**config.mk**
```make
export PLATFORM = sky130hd
export DESIGN_NAME = ifetch_queue_flat
export DESIGN_NICKNAME = d
export VERILOG_FILES = /design/src/rtl/ifetch_queue_pkg.sv /design/src/rtl/ifetch_queue_if.sv /design/src/rtl/ifetch_queue_fifo.sv /design/src/rtl/ifetch_queue.sv /design/src/flat_wrapper.sv
export SDC_FILE = /design/constraint.sdc
export NUM_CORES = 1
export LEC_CHECK = 0
export BUFFER_PORTS_ARGS = -buffer_cell sky130_fd_sc_hd__buf_2
export CAP_MARGIN = 5
export CORE_MARGIN = 8
export CORE_UTILIZATION = 35
export CTS_BUF_LIST = sky130_fd_sc_hd__clkbuf_16
export CTS_CLUSTER_DIAMETER = 50
export DETAILED_ROUTE_END_ITERATION = 8
export HOLD_SLACK_MARGIN = 0.1
export PLACE_DENSITY_LB_ADDON = 0.3
export SLEW_MARGIN = 10
export SYNTH_ARGS = -nofsm -noshare
export SYNTH_HDL_FRONTEND = slang
export SYNTH_SLANG_ARGS = --single-unit
```
**constraint.sdc**
```tcl
create_clock -name clk -period 6.3 [get_ports clk]
set_input_delay 1.26 -clock clk [delete_from_list [all_inputs] [get_ports clk]]
set_output_delay 1.26 -clock clk [all_outputs]
set_load 0.05 [all_outputs]
```
**src/rtl/ifetch_queue_pkg.sv**
```systemverilog
// Shared types and constants for the instruction fetch queue.
// Optional build macro used by this block: IFETCH_PERF_EN (perf counters).
package ifetch_queue_pkg;

    localparam int unsigned XLEN    = 32;
    localparam int unsigned INSTR_W = 32;

    localparam logic [XLEN-1:0]    PC_STEP          = 32'd4;
    localparam logic [XLEN-1:0]    DEFAULT_RESET_PC = 32'h0000_0000;
    // Canonical addi x0,x0,0; decode inserts it for bubbles.
    localparam logic [INSTR_W-1:0] NOP_INSTR        = 32'h0000_0013;

    // One prefetched instruction together with its PC tag.
    typedef struct packed {
        logic [XLEN-1:0]    pc;
        logic [INSTR_W-1:0] instr;
    } fetch_entry_t;

    // Fetch addresses are always word aligned.
    function automatic logic [XLEN-1:0] align_pc(input logic [XLEN-1:0] pc);
        return {pc[XLEN-1:2], 2'b00};
    endfunction

endpackage

```
**src/rtl/ifetch_queue_if.sv**
```systemverilog
// Bundle of the fetch stage's memory, decode and redirect handshakes.
// master = fetch stage, slave = memory/decode/branch environment.
// Optional build macro: IFETCH_PERF_EN adds the two perf counter outputs.
interface ifetch_queue_if;
    import ifetch_queue_pkg::*;

    logic               IFreq_valid;
    logic [XLEN-1:0]    IFreq_addr;
    logic               IFreq_ready;
    logic               IFrsp_valid;
    logic [INSTR_W-1:0] IFrsp_data;
    logic               IFout_valid;
    logic [INSTR_W-1:0] IFout_instr;
    logic [XLEN-1:0]    IFout_pc;
    logic               IFout_ready;
    logic               IFredirect;
    logic [XLEN-1:0]    IFredirect_pc;
`ifdef IFETCH_PERF_EN
    logic [31:0]        IFperf_flushes;
    logic [31:0]        IFperf_bubbles;
`endif

    modport master (
        output IFreq_valid,
        output IFreq_addr,
        input  IFreq_ready,
        input  IFrsp_valid,
        input  IFrsp_data,
        output IFout_valid,
        output IFout_instr,
        output IFout_pc,
        input  IFout_ready,
        input  IFredirect,
`ifdef IFETCH_PERF_EN
        output IFperf_flushes,
        output IFperf_bubbles,
`endif
        input  IFredirect_pc
    );

    modport slave (
        input  IFreq_valid,
        input  IFreq_addr,
        output IFreq_ready,
        output IFrsp_valid,
        output IFrsp_data,
        input  IFout_valid,
        input  IFout_instr,
        input  IFout_pc,
        output IFout_ready,
        output IFredirect,
`ifdef IFETCH_PERF_EN
        input  IFperf_flushes,
        input  IFperf_bubbles,
`endif
        output IFredirect_pc
    );

endinterface

```
**src/rtl/ifetch_queue_fifo.sv**
```systemverilog
// if_fifo: synchronous DEPTH-entry FIFO of fetch entries with flush and a
// registered head so the decode-facing outputs come straight from flops.
module if_fifo
    import ifetch_queue_pkg::*;
#(
    parameter int unsigned DEPTH = 4,
    localparam int unsigned PTR_W = $clog2(DEPTH),
    localparam int unsigned CNT_W = PTR_W + 1
) (
    input  logic             clk_i,
    input  logic             reset_i,
    input  logic             push_i,
    input  fetch_entry_t     push_data_i,
    input  logic             pop_i,
    input  logic             flush_i,
    output logic [CNT_W-1:0] count_o,
    output fetch_entry_t     head_o
);

    fetch_entry_t [DEPTH-1:0] mem_q, mem_d;
    fetch_entry_t             head_q, head_d;
    logic [PTR_W-1:0]         rd_ptr_q, rd_ptr_d;
    logic [PTR_W-1:0]         wr_ptr_q, wr_ptr_d;
    logic [CNT_W-1:0]         count_q, count_d;
    logic                     do_push, do_pop;

    // Next-state: flush beats push/pop; a push into a full queue needs a same-cycle pop.
    always_comb begin
        do_pop   = pop_i && (count_q != '0) && !flush_i;
        do_push  = push_i && !flush_i && ((count_q != CNT_W'(DEPTH)) || do_pop);
        mem_d    = mem_q;
        rd_ptr_d = rd_ptr_q;
        wr_ptr_d = wr_ptr_q;
        count_d  = count_q;
        if (flush_i) begin
            rd_ptr_d = '0;
            wr_ptr_d = '0;
            count_d  = '0;
        end else begin
            if (do_push) begin
                mem_d[wr_ptr_q] = push_data_i;
                wr_ptr_d        = wr_ptr_q + PTR_W'(1);
            end
            if (do_pop) begin
                rd_ptr_d = rd_ptr_q + PTR_W'(1);
            end
            count_d = count_q + CNT_W'(do_push) - CNT_W'(do_pop);
        end
        // Look ahead through this cycle's write so a push into an empty queue
        // lands in the head register on the same edge.
        head_d = mem_d[rd_ptr_d];
    end

    // State registers, synchronous reset.
    always_ff @(posedge clk_i) begin
        if (reset_i) begin
            mem_q    <= '0;
            head_q   <= '0;
            rd_ptr_q <= '0;
            wr_ptr_q <= '0;
            count_q  <= '0;
        end else begin
            mem_q    <= mem_d;
            head_q   <= head_d;
            rd_ptr_q <= rd_ptr_d;
            wr_ptr_q <= wr_ptr_d;
            count_q  <= count_d;
        end
    end

    assign count_o = count_q;
    assign head_o  = head_q;

endmodule

```
**src/rtl/ifetch_queue.sv**
```systemverilog
// Instruction fetch stage: issues sequential word fetches under a credit
// limit, tags returned words with their PC, buffers them in if_fifo and
// hands one per cycle to decode. Redirects flush the queue and discard
// responses still in flight.
// Optional build macro: IFETCH_PERF_EN adds IFperf_flushes / IFperf_bubbles.
module ifetch_queue
    import ifetch_queue_pkg::*;
#(
    parameter int unsigned     DEPTH    = 4,
    parameter logic [XLEN-1:0] RESET_PC = DEFAULT_RESET_PC
) (
    input  logic           clk,
    input  logic           reset,
    ifetch_queue_if.master bus
);

    localparam int unsigned CNT_W    = $clog2(DEPTH) + 1;
    localparam int unsigned CREDIT_W = CNT_W + 1;

    logic [XLEN-1:0]     fetch_pc_q, fetch_pc_d;
    logic [XLEN-1:0]     rsp_pc_q, rsp_pc_d;
    logic [CNT_W-1:0]    inflight_q, inflight_d;
    logic [CNT_W-1:0]    discard_q, discard_d;
    logic [CNT_W-1:0]    count;
    logic [CREDIT_W-1:0] credit_used;
    logic                req_valid, req_fire, rsp_keep;
    fetch_entry_t        push_entry, head;

    // Request/response qualification; queued plus in-flight words may never exceed DEPTH.
    always_comb begin
        credit_used = {1'b0, count} + {1'b0, inflight_q};
        req_valid   = !reset && !bus.IFredirect && (credit_used < CREDIT_W'(DEPTH));
        req_fire    = req_valid && bus.IFreq_ready;
        rsp_keep    = bus.IFrsp_valid && !bus.IFredirect && (discard_q == '0);
        push_entry  = '{pc: rsp_pc_q, instr: bus.IFrsp_data};
    end

    // In-flight and discard accounting; a redirect turns everything still outstanding into discards.
    always_comb begin
        inflight_d = inflight_q + CNT_W'(req_fire) - CNT_W'(bus.IFrsp_valid);
        discard_d  = discard_q;
        if (bus.IFredirect) begin
            discard_d = inflight_d;
        end else if (bus.IFrsp_valid && (discard_q != '0)) begin
            discard_d = discard_q - CNT_W'(1);
        end
    end

    // Fetch and response PC tracking; both restart at the redirect target.
    always_comb begin
        fetch_pc_d = fetch_pc_q;
        rsp_pc_d   = rsp_pc_q;
        if (bus.IFredirect) begin
            fetch_pc_d = align_pc(bus.IFredirect_pc);
            rsp_pc_d   = align_pc(bus.IFredirect_pc);
        end else begin
            if (req_fire) begin
                fetch_pc_d = fetch_pc_q + PC_STEP;
            end
            if (rsp_keep) begin
                rsp_pc_d = rsp_pc_q + PC_STEP;
            end
        end
    end

    // Counter and PC registers, synchronous reset.
    always_ff @(posedge clk) begin
        if (reset) begin
            fetch_pc_q <= RESET_PC;
            rsp_pc_q   <= RESET_PC;
            inflight_q <= '0;
            discard_q  <= '0;
        end else begin
            fetch_pc_q <= fetch_pc_d;
            rsp_pc_q   <= rsp_pc_d;
            inflight_q <= inflight_d;
            discard_q  <= discard_d;
        end
    end

    if_fifo #(
        .DEPTH (DEPTH)
    ) u_fifo (
        .clk_i       (clk),
        .reset_i     (reset),
        .push_i      (rsp_keep),
        .push_data_i (push_entry),
        .pop_i       (bus.IFout_ready),
        .flush_i     (bus.IFredirect),
        .count_o     (count),
        .head_o      (head)
    );

    // Drive the interface outputs.
    always_comb begin
        bus.IFreq_valid = req_valid;
        bus.IFreq_addr  = fetch_pc_q;
        bus.IFout_valid = (count != '0);
        bus.IFout_instr = head.instr;
        bus.IFout_pc    = head.pc;
    end

`ifdef IFETCH_PERF_EN
    logic [31:0] flushes_q, flushes_d;
    logic [31:0] bubbles_q, bubbles_d;

    // Saturating event counters for redirects and empty-output cycles.
    always_comb begin
        flushes_d = flushes_q;
        bubbles_d = bubbles_q;
        if (bus.IFredirect && (flushes_q != '1)) begin
            flushes_d = flushes_q + 32'd1;
        end
        if ((count == '0) && (bubbles_q != '1)) begin
            bubbles_d = bubbles_q + 32'd1;
        end
    end

    // Perf counter registers, cleared on reset.
    always_ff @(posedge clk) begin
        if (reset) begin
            flushes_q <= '0;
            bubbles_q <= '0;
        end else begin
            flushes_q <= flushes_d;
            bubbles_q <= bubbles_d;
        end
    end

    assign bus.IFperf_flushes = flushes_q;
    assign bus.IFperf_bubbles = bubbles_q;
`endif

endmodule

```
**src/flat_wrapper.sv**
```systemverilog
// flat-port wrapper written by rule: the top's interface ports become plain ports
module ifetch_queue_flat import ifetch_queue_pkg::*;
#(
    parameter int unsigned     DEPTH    = 4,
    parameter logic [XLEN-1:0] RESET_PC = DEFAULT_RESET_PC
)
  (clk, reset, bus_IFreq_valid, bus_IFreq_addr, bus_IFreq_ready, bus_IFrsp_valid, bus_IFrsp_data, bus_IFout_valid, bus_IFout_instr, bus_IFout_pc, bus_IFout_ready, bus_IFredirect, bus_IFredirect_pc);
  ifetch_queue_if bus_i ();
  input  logic clk;
  input  logic reset;
  output wire logic [$bits(bus_i.IFreq_valid)-1:0] bus_IFreq_valid;
  output wire logic [$bits(bus_i.IFreq_addr)-1:0] bus_IFreq_addr;
  input wire logic [$bits(bus_i.IFreq_ready)-1:0] bus_IFreq_ready;
  input wire logic [$bits(bus_i.IFrsp_valid)-1:0] bus_IFrsp_valid;
  input wire logic [$bits(bus_i.IFrsp_data)-1:0] bus_IFrsp_data;
  output wire logic [$bits(bus_i.IFout_valid)-1:0] bus_IFout_valid;
  output wire logic [$bits(bus_i.IFout_instr)-1:0] bus_IFout_instr;
  output wire logic [$bits(bus_i.IFout_pc)-1:0] bus_IFout_pc;
  input wire logic [$bits(bus_i.IFout_ready)-1:0] bus_IFout_ready;
  input wire logic [$bits(bus_i.IFredirect)-1:0] bus_IFredirect;
  input wire logic [$bits(bus_i.IFredirect_pc)-1:0] bus_IFredirect_pc;
  assign bus_IFreq_valid = bus_i.IFreq_valid;
  assign bus_IFreq_addr = bus_i.IFreq_addr;
  assign bus_i.IFreq_ready = bus_IFreq_ready;
  assign bus_i.IFrsp_valid = bus_IFrsp_valid;
  assign bus_i.IFrsp_data = bus_IFrsp_data;
  assign bus_IFout_valid = bus_i.IFout_valid;
  assign bus_IFout_instr = bus_i.IFout_instr;
  assign bus_IFout_pc = bus_i.IFout_pc;
  assign bus_i.IFout_ready = bus_IFout_ready;
  assign bus_i.IFredirect = bus_IFredirect;
  assign bus_i.IFredirect_pc = bus_IFredirect_pc;
  ifetch_queue #(.DEPTH(DEPTH), .RESET_PC(RESET_PC)) u_core (.clk(clk), .reset(reset), .bus(bus_i));
endmodule
```
After elaboration in Yosys (flattened, before gate mapping) --
Cells that the tools add are included.
Operators by class: $add $sub $neg 10, order comparisons 4, equal/unequal tests 1, muxes and demuxes 15, reductions and logical operators 21
Operator list (count):
- 256-bit two-way mux | 2
- 256-bit bitwise mux | 1
- 64-bit binary-select mux with 2-bit select | 1
- 64-bit demux with 2-bit select | 1
- 32-bit two-way mux | 4
- 64-bit two-way mux | 2
- 32-bit by 3-bit adder with 32-bit output, second input constant | 2
- 1-bit logical AND | 11
- 3-bit by 1-bit adder with 3-bit output | 2
- 2-bit by 3-bit less-than comparator with 1-bit output, second input constant | 2
- 3-bit two-way mux | 2
- 2-bit nonzero test | 3
- 3-bit nonzero test | 2
- 3-bit by 1-bit subtractor with 3-bit output | 2
- 2-bit by 1-bit adder with 2-bit output, second input constant | 2
- 3-bit by 3-bit adder with 4-bit output | 1
- 4-bit by 3-bit less-than comparator with 1-bit output, second input constant | 1
- 2-bit two-way mux | 2
- 3-bit logical NOT | 1
- 3-bit != test, second input constant | 1
- 3-bit by 1-bit subtractor with 3-bit output, second input constant | 1
- 2-bit by 1-bit greater-or-equal comparator with 1-bit output, second input constant | 1
- 1-bit logical NOT | 2
- 2-bit OR reduction | 1
- 1-bit logical OR | 1
Word-level totals: register bits after elaboration 397, word-level logic and storage cells 70

Logic depth before layout (Yosys ltp) --
depth in word-level cells 9, mapped depth 14, mapped depth without buffers 12

Cells and area by module --
From an unflattened synthesis, not the netlist that was laid out.
Unflattened totals: cells, all modules 2106, area, all modules 17259.1 um2
Modules (own cells, without submodules):
- if_fifo | instances 1, cells an instance 1690, area each 13530.5 um2
- ifetch_queue | instances 1, cells an instance 416, area each 3728.6 um2

Worst setup path after synthesis --
OpenSTA, ideal clock, no wires.
path type input to register, from input bus_IFredirect, to register u_core.u_fifo.count_q[2], in the netlist u_core.u_fifo.count_o[2], library setup time 0.120 ns, data arrival time 3.264 ns, data required time 6.180 ns, slack 2.916 ns, stages 11, path buffers 2, cell sequence clkbuf_1 > clkinv_1 > clkbuf_1 > and3_1 > ha_1 > inv_1 > ha_1 > fa_1 > xnor2_1 > xnor2_1 > nor2_1
Between the ends: word-level cells in the longest chain between the ends 7
RTL lines:
- from (decl) | line flat_wrapper.sv:20 | input wire logic [$bits(bus_i.IFredirect)-1:0] bus_IFredirect;
- 1-bit logical NOT | line ifetch_queue_fifo.sv:29, ifetch_queue_fifo.sv:30, ifetch_queue.sv:34
- 1-bit logical AND (2 in series) | line ifetch_queue.sv:34 | rsp_keep = bus.IFrsp_valid && !bus.IFredirect && (discard_q == '0);
- 1-bit logical AND (2 in series) | line ifetch_queue_fifo.sv:30 | do_push = push_i && !flush_i && ((count_q != CNT_W'(DEPTH)) || do_pop);
- 3-bit by 1-bit adder with 3-bit output | line ifetch_queue_fifo.sv:47 | count_d = count_q + CNT_W'(do_push) - CNT_W'(do_pop);
- 3-bit by 1-bit subtractor with 3-bit output | line ifetch_queue_fifo.sv:47
- to (signal assigned) | line ifetch_queue_fifo.sv:67 | count_q <= count_d;
- to (decl) | line ifetch_queue_fifo.sv:24 | logic [CNT_W-1:0] count_q, count_d;
Several ways; a longest one is shown, not always the timed one. A chain may end at the register's enable or synchronous reset.

Worst setup path after layout --
from input bus_IFrsp_valid, to register u_core.u_fifo.head_q, in the netlist u_core.u_fifo.head_o[44]
Between the ends: word-level cells in the longest chain between the ends 8
RTL lines:
- from (decl) | line flat_wrapper.sv:14 | input wire logic [$bits(bus_i.IFrsp_valid)-1:0] bus_IFrsp_valid;
- 1-bit logical AND (2 in series) | line ifetch_queue.sv:34
- 1-bit logical AND (2 in series) | line ifetch_queue_fifo.sv:30
- 256-bit two-way mux | line ifetch_queue_fifo.sv:40 | if (do_push) begin
- 256-bit two-way mux | line ifetch_queue_fifo.sv:35 | if (flush_i) begin
- 64-bit binary-select mux with 2-bit select | line ifetch_queue_fifo.sv:51 | head_d = mem_d[rd_ptr_d];
- 64-bit two-way mux (not written as such) | line ifetch_queue_fifo.sv:51
- to (signal assigned) | line ifetch_queue_fifo.sv:58 | head_q <= '0;
- to (signal assigned) | line ifetch_queue_fifo.sv:64 | head_q <= head_d;
- to (decl) | line ifetch_queue_fifo.sv:21 | fetch_entry_t head_q, head_d;
No other way between the ends. The select of a mux whose other input is x is not followed.

==> out/results.tsv <==
metric	value	unit
status	complete, no violations	
post-route-period-util	65.8	%
insertion_delay	0.58	ns
hp-class	reg -> reg	
syn_avg_cell_area	7.87	µm²
drive_gt1_share	14.7	%
synthArstFlopShare	0	%
dieArea	57200	µm²
hold_depth	2	
grt_pass1_vias	16121	
cts_max_path_buffers	3	
ys.warnings.count	0	
ys_types	64	
io_buffers	163	
finalSetupTns	0	ns
cellLeakagePower	6.88	nW
fin_area	20000	µm²
wirelength	57400	µm
firstDrtPassIters	5	
num_rows	81	
clock.fmax	241	MHz
nFillCells	4987	
start_util	35.5	%
seq_area	7870	µm²
layout_common_cells	nand2_1 (563), dfxtp_1 (393), a21oi_1 (279)	
wire_per_inst	19.5	µm
dr.first_iter.drc_count	1526	
synth_edf_count	0	
worst-r2r-setup-slack	2.33	ns
synth_flop_cell	dfxtp_1	
layout_commonest_cell	nand2_1	
io_pins	168	
ys_seq_area_share	45.1	%
root_buffer	clkbuf_16	
fin_crit	4.14	ns
grt_max_degree	99	
finalNetCount	2327	
holdPathEnd	u_core.u_fifo.mem_q[84]$_SDFF_PP0_	
worst_r2r_endpoint	u_core.u_fifo.head_o[44]$_SDFF_PP0_	
min_from	u_core.u_fifo.mem_q[84]$_SDFF_PP0_	
clk_pin_slew	0.06	ns
via_per_inst	5.58	
crit_arrival	4.61	ns
drc_errors	0	
cts_hold_buf	0	
place_area	18500	µm²
die_x	239	µm
ff2ff_path_depth	8	
path_class	in -> reg	
fin_skew	0.0146	ns
p_int	0.00439	W
gp_congestion	0.817	
setup_viol	0	
htreeDepth	2	
report.final.slew_viol_count	0	
cts_tree	built	
grtUsageTotal	19.4	%
final-hold-violation-count	0	
die_h	239	µm
core	49100	µm²
post_cts_resized	0	
grt_pass1_wl	89900	µm
relSlewSlack	21.0	%
rr_startpoint	u_core.discard_q[0]$_SDFFE_PP0P_	
syn2layout_area_growth	14.7	%
post_cts_buffers	0	
cap_violations	0	
startpoint_type	input port	
switching_share	29.6	%
n_antenna_cell	0	
grt_overflow	0	
clock_sinks	393	
crit_path_max_fanout	67	
ant_nets	0	
syn_area	17400	µm²
switchingPower	0.00185	W
ys_ff_latch	393	
cp-end-kind	flop	
critical_path_required	6.77	ns
p_per_area	312	nW/µm²
dpl.hpwl	33100	µm
p_comb_share	14.4	%
syn_inst	2215	
peakVddDrop	0.180	mV
multi_input_area	8700	µm²
vias	16410	
antenna_found_initial	2	
pwr-share-seq	43.5	%
p_clk_share	42.1	%
rsz0062_at_grt	false	
worst_slew_pin_slew	1.19	ns
cts_buffers	48	
[critical path, cell delays in order]
cell,delay [ns]
buf_2,0.13
and3b_1,0.41
and4_4,1.01
or3_2,0.88
buf_4,0.49
o21ai_0,0.14
o221ai_1,0.24
[cell type report]
cell class                      instances  share of cell area [%]
Sequential cell                       393                    39.4
Tap cell                              664                    4.16
Multi-Input combinational cell       1589                    43.5
Timing Repair Buffer                  186                    5.06
Clock inverter                         38                    1.37
Inverter                               23                   0.432
Clock buffer                           49                    6.13
[cells in the mapped netlist (11+ instances only)]
cell / number / area [µm²]
a211oi_1: 13 / 97.6
a21boi_0: 12 / 90.1
a21oi_1: 279 / 1400
a31oi_1: 13 / 81.3
a32oi_1: 59 / 517
and3_1: 11 / 68.8
buf_1: 12 / 45.0
buf_2: 17 / 85.1
clkbuf_1: 178 / 668
dfxtp_1: 393 / 7870
ha_1: 14 / 175
inv_1: 22 / 82.6
nand2_1: 567 / 2130
nand3_1: 24 / 120
nand4_1: 21 / 131
nor2_1: 105 / 394
nor3_1: 13 / 65.1
o21ai_0: 79 / 395
o221ai_1: 60 / 526
o311ai_0: 61 / 534
or2_2: 58 / 363
or3_1: 65 / 407
xnor2_1: 17 / 149
xor2_1: 29 / 254
[state kept, by name (all words and copies together) (netlist names)]
name / cells
u_core.u_fifo.head_o: 64
u_core.bus.IFreq_addr: 30
u_core.u_fifo.wr_ptr_q: 2
u_core.u_fifo.rd_ptr_q: 2
u_core.u_fifo.mem_q: 256
u_core.u_fifo.count_o: 3
u_core.inflight_q: 3
u_core.discard_q: 3
u_core.rsp_pc_q: 30
[kinds of logic after synthesis]
kind of cell    share of synthesized area (%)
compound gates                           22.0
xor+xnor                                 2.31
fa+ha+maj                                1.23
buf+inv                                  5.29
flops                                    45.1
mux                                     0.445
other cells                            0.0215
simple gates                             23.5
[worst max path at each step]
stage	start	endpoint	slack [ns]	cells past startpoint
2_1_floorplan	bus_IFredirect	u_core.u_fifo.count_o[2]$_SDFF_PP0_	2.92	11
3_3_place_gp	bus_IFrsp_valid	u_core.u_fifo.head_o[44]$_SDFF_PP0_	1.75	7
3_5_place_dp	bus_IFrsp_valid	u_core.u_fifo.head_o[44]$_SDFF_PP0_	1.65	7
4_1_cts	bus_IFrsp_valid	u_core.u_fifo.head_o[44]$_SDFF_PP0_	2.26	7
5_1_grt	bus_IFrsp_valid	u_core.u_fifo.head_o[42]$_SDFF_PP0_	2.09	7
6_report	bus_IFrsp_valid	u_core.u_fifo.head_o[44]$_SDFF_PP0_	2.16	7
[routing by layer]
layer | part of all wire [%] | up-vias | GRT usage (%) | wire (µm)
met5 | 0.047 | - | 0 | 27
met4 | 2.5 | 4 | 7.34 | 1420
met3 | 7.0 | 111 | 3.78 | 4040
met2 | 47 | 570 | 32.7 | 27200
met1 | 43 | 7906 | 24.4 | 24700
li1 | - | 7819 | - | -
[metrics by stage]
stage | std cells | total power, W | hold WS, ns | utilization, % | setup slack (ns)
6_report | 2942 | 0.00624 | 0.449 | 40.8 | 2.16
5_1_grt | 2942 | 0.00650 | 0.466 | 40.8 | 2.09
4_1_cts | 2942 | 0.00631 | 0.451 | 40.8 | 2.26
3_5_place_dp | 2855 | 0.00367 | 0.444 | 37.7 | 1.65
3_3_place_gp | 2855 | 0.00365 | 0.437 | 37.7 | 1.75
2_1_floorplan | 2216 | 0.00339 | 0.432 | - | 2.92
[power groups by stage]
stage,sequential (W),combinational [W],clock [W]
2_1_floorplan,0.00295,0.000436,0
3_3_place_gp,0.00276,0.000887,0
3_5_place_dp,0.00277,0.000904,0
4_1_cts,0.00272,0.000908,0.00268
5_1_grt,0.00273,0.000975,0.00279
6_report,0.00271,0.000901,0.00262
Note: power is estimated with default switching activity, not from simulation.
